### config.mk
export PLATFORM = sky130hd
export DESIGN_NAME = div_unit
export DESIGN_NICKNAME = d
export VERILOG_FILES = /design/src/rtl/div_unit_pkg.sv /design/src/rtl/div_step.sv /design/src/rtl/div_unit.sv
export SDC_FILE = /design/constraint.sdc
export NUM_CORES = 1
export LEC_CHECK = 0
export ABC_AREA = 1
export BUFFER_PORTS_ARGS = -buffer_cell sky130_fd_sc_hd__buf_2
export CAP_MARGIN = 20
export CORE_MARGIN = 4
export CORE_UTILIZATION = 35
export CTS_BUF_LIST = sky130_fd_sc_hd__clkbuf_8
export CTS_CLUSTER_SIZE = 14
export DETAILED_ROUTE_END_ITERATION = 10
export GPL_ROUTABILITY_DRIVEN = 0
export PLACE_DENSITY_LB_ADDON = 0.12
export SETUP_SLACK_MARGIN = 0.3
export SLEW_MARGIN = 10
export SYNTH_ARGS = -nofsm -noshare
export SYNTH_HDL_FRONTEND = slang
export SYNTH_SLANG_ARGS = --single-unit
### constraint.sdc
create_clock -name clk -period 5.98 [get_ports clk]
set_clock_uncertainty 0.05 [all_clocks]
set_input_delay 1.495 -clock clk [delete_from_list [all_inputs] [get_ports clk]]
set_output_delay 1.495 -clock clk [all_outputs]
set_load 0.05 [all_outputs]
### src/rtl/div_unit_pkg.sv
// Shared definitions for the iterative divider: default width, FSM encodings
// and iteration-counter width.
package div_defs;

  localparam int DIV_DATA_WIDTH = 32;
  localparam int DIV_CNT_W      = $clog2(DIV_DATA_WIDTH);

  typedef enum logic [1:0] {
    IDLE = 2'd0,
    CALC = 2'd1,
    FIX  = 2'd2,
    DONE = 2'd3
  } div_state_e;

endpackage

### src/rtl/div_step.sv
// One radix-2 restoring iteration: shift in the next dividend bit, trial-subtract
// the divisor magnitude and keep the difference when it is non-negative.
module div_step
  import div_defs::*;
#(
  parameter int DATA_WIDTH = DIV_DATA_WIDTH
) (
  input  logic [DATA_WIDTH-1:0] prem,
  input  logic                  dvd_bit,
  input  logic [DATA_WIDTH-1:0] dvs,
  output logic [DATA_WIDTH-1:0] prem_nxt,
  output logic                  q_bit
);

  logic        [DATA_WIDTH:0] shifted;
  logic signed [DATA_WIDTH:0] diff;

  // prem < dvs holds between iterations, so DATA_WIDTH+1 bits never overflow
  assign shifted  = {prem, dvd_bit};
  assign diff     = $signed(shifted - {1'b0, dvs});
  assign q_bit    = (diff >= 0);
  assign prem_nxt = q_bit ? diff[DATA_WIDTH-1:0] : shifted[DATA_WIDTH-1:0];

endmodule

### src/rtl/div_unit.sv
// Iterative 32-bit DIV/DIVU unit: restoring division on magnitudes, one
// quotient bit per cycle, sign fix-up in a final cycle, results held for HI/LO.
module div_unit
  import div_defs::*;
#(
  parameter int DATA_WIDTH = DIV_DATA_WIDTH
) (
  input  logic                  clk,
  input  logic                  rst,
  input  logic                  div_valid,
  input  logic                  div_signed,
  input  logic [DATA_WIDTH-1:0] dividend,
  input  logic [DATA_WIDTH-1:0] divisor,
  input  logic                  div_cancel,
  output logic                  div_ready,
  output logic                  div_busy,
  output logic                  div_done,
  output logic [DATA_WIDTH-1:0] quotient,
  output logic [DATA_WIDTH-1:0] remainder
);

  localparam int CNT_W = $clog2(DATA_WIDTH);
  localparam logic [DATA_WIDTH-1:0] ONE      = 1;
  localparam logic [CNT_W-1:0]      LAST_IT  = CNT_W'(DATA_WIDTH - 1);
  localparam logic [CNT_W-1:0]      CNT_ONE  = 1;

  div_state_e state, state_nxt;
  logic [CNT_W-1:0]      cnt;
  logic [DATA_WIDTH-1:0] prem, qsh, dvs_mag, dvd_raw;
  logic                  q_neg, r_neg, dvs_zero;
  logic                  accept, last_iter;
  logic [DATA_WIDTH-1:0] step_rem;
  logic                  step_q;

  function automatic logic [DATA_WIDTH-1:0] neg_if(input logic [DATA_WIDTH-1:0] v,
                                                   input logic                  c);
    return c ? (~v + ONE) : v;
  endfunction

  function automatic logic [DATA_WIDTH-1:0] mag(input logic [DATA_WIDTH-1:0] v,
                                                input logic                  is_signed);
    return neg_if(v, is_signed & v[DATA_WIDTH-1]);
  endfunction

  assign div_ready = (state == IDLE) || (state == DONE);
  assign div_busy  = (state == CALC) || (state == FIX);
  assign div_done  = (state == DONE);
  assign accept    = div_valid & div_ready & ~div_cancel;
  assign last_iter = (cnt == LAST_IT);

  always_comb begin
    state_nxt = state;
    case (state)
      IDLE:    if (accept) state_nxt = CALC;
      CALC:    if (last_iter) state_nxt = FIX;
      FIX:     state_nxt = DONE;
      DONE:    state_nxt = accept ? CALC : IDLE;
      default: state_nxt = IDLE;
    endcase
    if (div_cancel) state_nxt = IDLE;
  end

  always_ff @(posedge clk) begin
    if (rst) begin
      state     <= IDLE;
      cnt       <= '0;
      quotient  <= '0;
      remainder <= '0;
    end else begin
      state <= state_nxt;
      if (accept) cnt <= '0;
      else if (state == CALC) cnt <= cnt + CNT_ONE;
      if (state == FIX && !div_cancel) begin
        quotient  <= dvs_zero ? '1 : neg_if(qsh, q_neg);
        remainder <= dvs_zero ? dvd_raw : neg_if(prem, r_neg);
      end
    end
  end

  // Operand latch and iteration datapath; qsh shifts dividend bits out and quotient bits in
  always_ff @(posedge clk) begin
    if (accept) begin
      prem     <= '0;
      qsh      <= mag(dividend, div_signed);
      dvs_mag  <= mag(divisor, div_signed);
      dvd_raw  <= dividend;
      q_neg    <= div_signed & (dividend[DATA_WIDTH-1] ^ divisor[DATA_WIDTH-1]);
      r_neg    <= div_signed & dividend[DATA_WIDTH-1];
      dvs_zero <= (divisor == '0);
    end else if (state == CALC) begin
      prem <= step_rem;
      qsh  <= {qsh[DATA_WIDTH-2:0], step_q};
    end
  end

  div_step #(.DATA_WIDTH(DATA_WIDTH)) u_step (
    .prem     (prem),
    .dvd_bit  (qsh[DATA_WIDTH-1]),
    .dvs      (dvs_mag),
    .prem_nxt (step_rem),
    .q_bit    (step_q)
  );

endmodule

==> flow_metrics.py <==
metrics = {
    "floorplanning": {
        "die_area_sq_mm": 0.0426,
        "die_h_um": 206,
        "pin_count": 136,
        "design.core.area_sq_mm": 0.0388,
        "start_util_pct": 35.5,
        "die_x_um": 206,
        "rows": 72,
    },
    "layout": {
        "final_layout_size_suffix_gt1_share_pct": 11.1,
        "n_fill_cell": 4191,
        "layout_commonest_cell": "nand2_1",
        "area_growth_pct": 14.2,
        "post-route-util_pct": 40.6,
        "diodes": 0,
        "layout.cells.non_filler": 2747,
        "final_cell_mix": "655 x nand2_1, 319 x inv_1, 201 x nor2_1",
        "register_area_sq_mm": 0.00503,
        "fin_nets": 2310,
        "final_cell_area_sq_mm": 0.0157,
        "multiInputGateArea_sq_mm": 0.00734,
    },
    "logic_synthesis": {
        "synth_area_leaders": "edfxtp_1 22%, nand2_1 18%, dfxtp_1 15%",
        "synth_top_cell_by_area": "edfxtp_1",
        "synth_edf_count": 99,
        "syn-cell-area_sq_mm": 0.0138,
        "synth_compound_area_share_pct": 10.5,
        "mappedNetlistNets": 2181,
        "synthAdderAreaFrac_pct": 3.96,
        "synth_top_family_by_area": "simple AND/OR/NAND/NOR gates",
        "yosysSeqAreaShare_pct": 36.5,
        "async_flop_share_pct": 0,
        "synth-xor-area-share_pct": 5.02,
        "yosys.cell_types.count": 50,
        "synthMuxAreaShare_pct": 0,
        "yosysWarnings": 0,
        "synthFlopType": "dfxtp_1",
        "synthCells": 2069,
        "yosys.area_share.simple_pct": 33.7,
        "synth-seq-cells": 202,
        "syn_avg_cell_area_sq_um": 6.66,
        "synth_top_area_share_pct": 21.6,
    },
    "global_routing": {
        "grt_overflow": 0,
        "grt_antenna_before_repair": 0,
        "grt_max_degree": 57,
        "grt_pass1_wl_um": 72400,
        "grt_use_total_pct": 21.6,
        "grt_pass1_vias": 12900,
    },
    "clock_tree": {
        "insertion_delay_ns": 0.56,
        "clockRootBuffer": "clkbuf_8",
        "clk_pin_slew_ns": 0.06,
        "ctsHtreeMaxLevel": 2,
        "cts_made_buffers": 39,
        "cts.sinks": 202,
        "clock_path_buffers": 3,
        "ctsResizeCount": 0,
        "cts_tree": "built",
        "cts_setup_buffers": 0,
        "cts_hold_buffers": 0,
    },
    "worst_setup_path": {
        "worst_setup_path_end_kind": "flop",
        "worstSetupPathType": "in -> reg",
        "cp_cell_sequence": "buf_2 > inv_1 > nand3_1 > clkinv_2 > buf_4 > nor2_2 > buf_4 > nand2_1 > o21ai_0",
        "slowest_delay_ns": 0.62,
        "startpoint_type": "primary input",
        "cp_slowest_cell": "buf_4",
        "arrival_ns": 3.77,
        "r2r_cells": 10,
        "r2r_slack_ns": 2.87,
        "crit_required_ns": 6.40,
        "cpMostUsedCell": "buf_4",
        "r2r-end": "prem[29]",
        "crit_path_max_fanout": 56,
        "reg2reg_from": "state[0]",
    },
    "power": {
        "seq_power_share_pct": 43.8,
        "p_leak_nw": 7.97,
        "switchingPower_mw": 1.14,
        "internal_power_mw": 2.53,
        "peakVddDrop_v": 0.000140,
        "p_sw_share_pct": 31.1,
        "finalPower_mw": 3.67,
        "p_comb_share_pct": 17.4,
        "powerDensity_mw_per_mm2": 233,
        "clkPwrFrac_pct": 38.8,
    },
    "detailed_routing": {
        "first_pass_iters": 5,
        "via_per_inst": 4.90,
        "route.detailed.drc": 0,
        "antenna_left": 0,
        "drt_iter0_drc": 957,
        "dr_total_vias": 13500,
        "wirelength_um": 46300,
        "routedWlPerCell_um": 16.8,
    },
    "timing": {
        "period_needed_ns": 3.34,
        "final.setup.tns_ns": 0,
        "drv_slew": 0,
        "finalSetupViolCount": 0,
        "rsz0062_at_grt": "no",
        "fmax_mhz": 299,
        "min_period_over_period_pct": 55.9,
        "slew_headroom_pct": 33.6,
        "hold_viol_final": 0,
        "setup_ws_ns": 2.64,
        "hold_ws_ns": 0.416,
        "tightest_slew_ns": 0.994,
    },
    "placed_design": {
        "dp_hpwl_um": 36400,
        "place_area_sq_mm": 0.0149,
        "dp_slack_ns": 2.05,
        "dp_cells": 2675,
        "port_buffers": 135,
    },
    "status": {
        "status": "complete, no violations",
    },
    "min_path": {
        "hp-start": "remainder[3]",
        "min_to": "remainder[3]",
        "hold_path.class": "reg -> reg",
        "holdPathStages": 2,
    },
    "run": {
        "drv_cap": 0,
    },
}
[worst max-delay path, delay by kind of cell]
family,cells,cell delay [ns]
simple gates,3,0.39
compound gates,1,0.14
buf+inv,5,1.71
[metal layers]
layer	GRT usage [%]	routed length (um)	vias up
li1	-	-	6885
met1	30.8	21900	6189
met2	34.3	20900	320
met3	3.12	2340	62
met4	5.80	1050	0
met5	0	0	-
[logic make-up after synthesis]
group                    count (synthesis)
AO/OA/AOI/OAI                          268
XOR/XNOR                                79
adder cells (fa/ha/maj)                 43
buffers and inverters                  368
flip-flops                             202
AND/OR/NAND/NOR                       1109
[flip-flops by register name, indices dropped and copies added (netlist names)]
name and flops:
state 2, qsh 32, r_neg 1, prem 32
dvd_raw 32, remainder 32, q_neg 1, cnt 5
dvs_mag 32, quotient 32, dvs_zero 1
[power by group through the flow]
stage               logic (mW)  clock network (mW)  registers (mW)
finish                   0.637                1.42            1.61
global route             0.712                1.53            1.61
CTS                      0.639                1.46            1.61
detailed placement       0.635                   0            1.63
global placement         0.632                   0            1.63
floorplan                0.379                   0            1.67
[cell type report]
| class | instances | share of cell area [%] |
|---|---|---|
| well taps | 518 | 4.12 |
| inverters | 310 | 7.40 |
| clock buffers | 43 | 3.76 |
| flip-flops and latches | 202 | 32.0 |
| multi-input cells | 1499 | 46.6 |
| clock inverters | 29 | 1.35 |
| repair buffers | 146 | 4.82 |
[worst max path at each step]
stage / startpoint / endpoint / slack [ns] / cells past startpoint
5_1_grt: div_cancel / prem[29] / 2.43 / 9
2_1_floorplan: div_cancel / qsh[20] / 1.49 / 5
6_report: div_cancel / prem[29] / 2.64 / 9
3_3_place_gp: div_cancel / prem[30] / 2.11 / 9
4_1_cts: div_cancel / prem[29] / 2.63 / 9
3_5_place_dp: div_cancel / prem[29] / 2.05 / 9
[synth_stat cells, types with 2 or more instances]
| library cell | n |
|---|---|
| buf_2 | 2 |
| buf_6 | 4 |
| or2_2 | 6 |
| o31ai_1 | 4 |
| xnor2_1 | 23 |
| nand3_1 | 143 |
| nor3b_1 | 2 |
| nand2_4 | 4 |
| nor2_1 | 204 |
| dfxtp_1 | 103 |
| ha_1 | 42 |
| edfxtp_1 | 99 |
| nand3b_1 | 4 |
| xor2_1 | 56 |
| o211ai_1 | 5 |
| buf_1 | 2 |
| nor2_2 | 7 |
| a21oi_1 | 89 |
| o21bai_1 | 2 |
| nand2_2 | 15 |
| and2_1 | 6 |
| inv_2 | 4 |
| a31oi_1 | 17 |
| o221ai_1 | 5 |
| o221a_2 | 2 |
| nand4_1 | 23 |
| nand2_1 | 655 |
| a21o_1 | 2 |
| or2_1 | 2 |
| inv_1 | 306 |
| o21ai_0 | 131 |
| clkbuf_1 | 49 |
| o21ai_1 | 5 |
| nor4_1 | 3 |
| nor3_1 | 28 |
(Power assumes the default switching activity.)
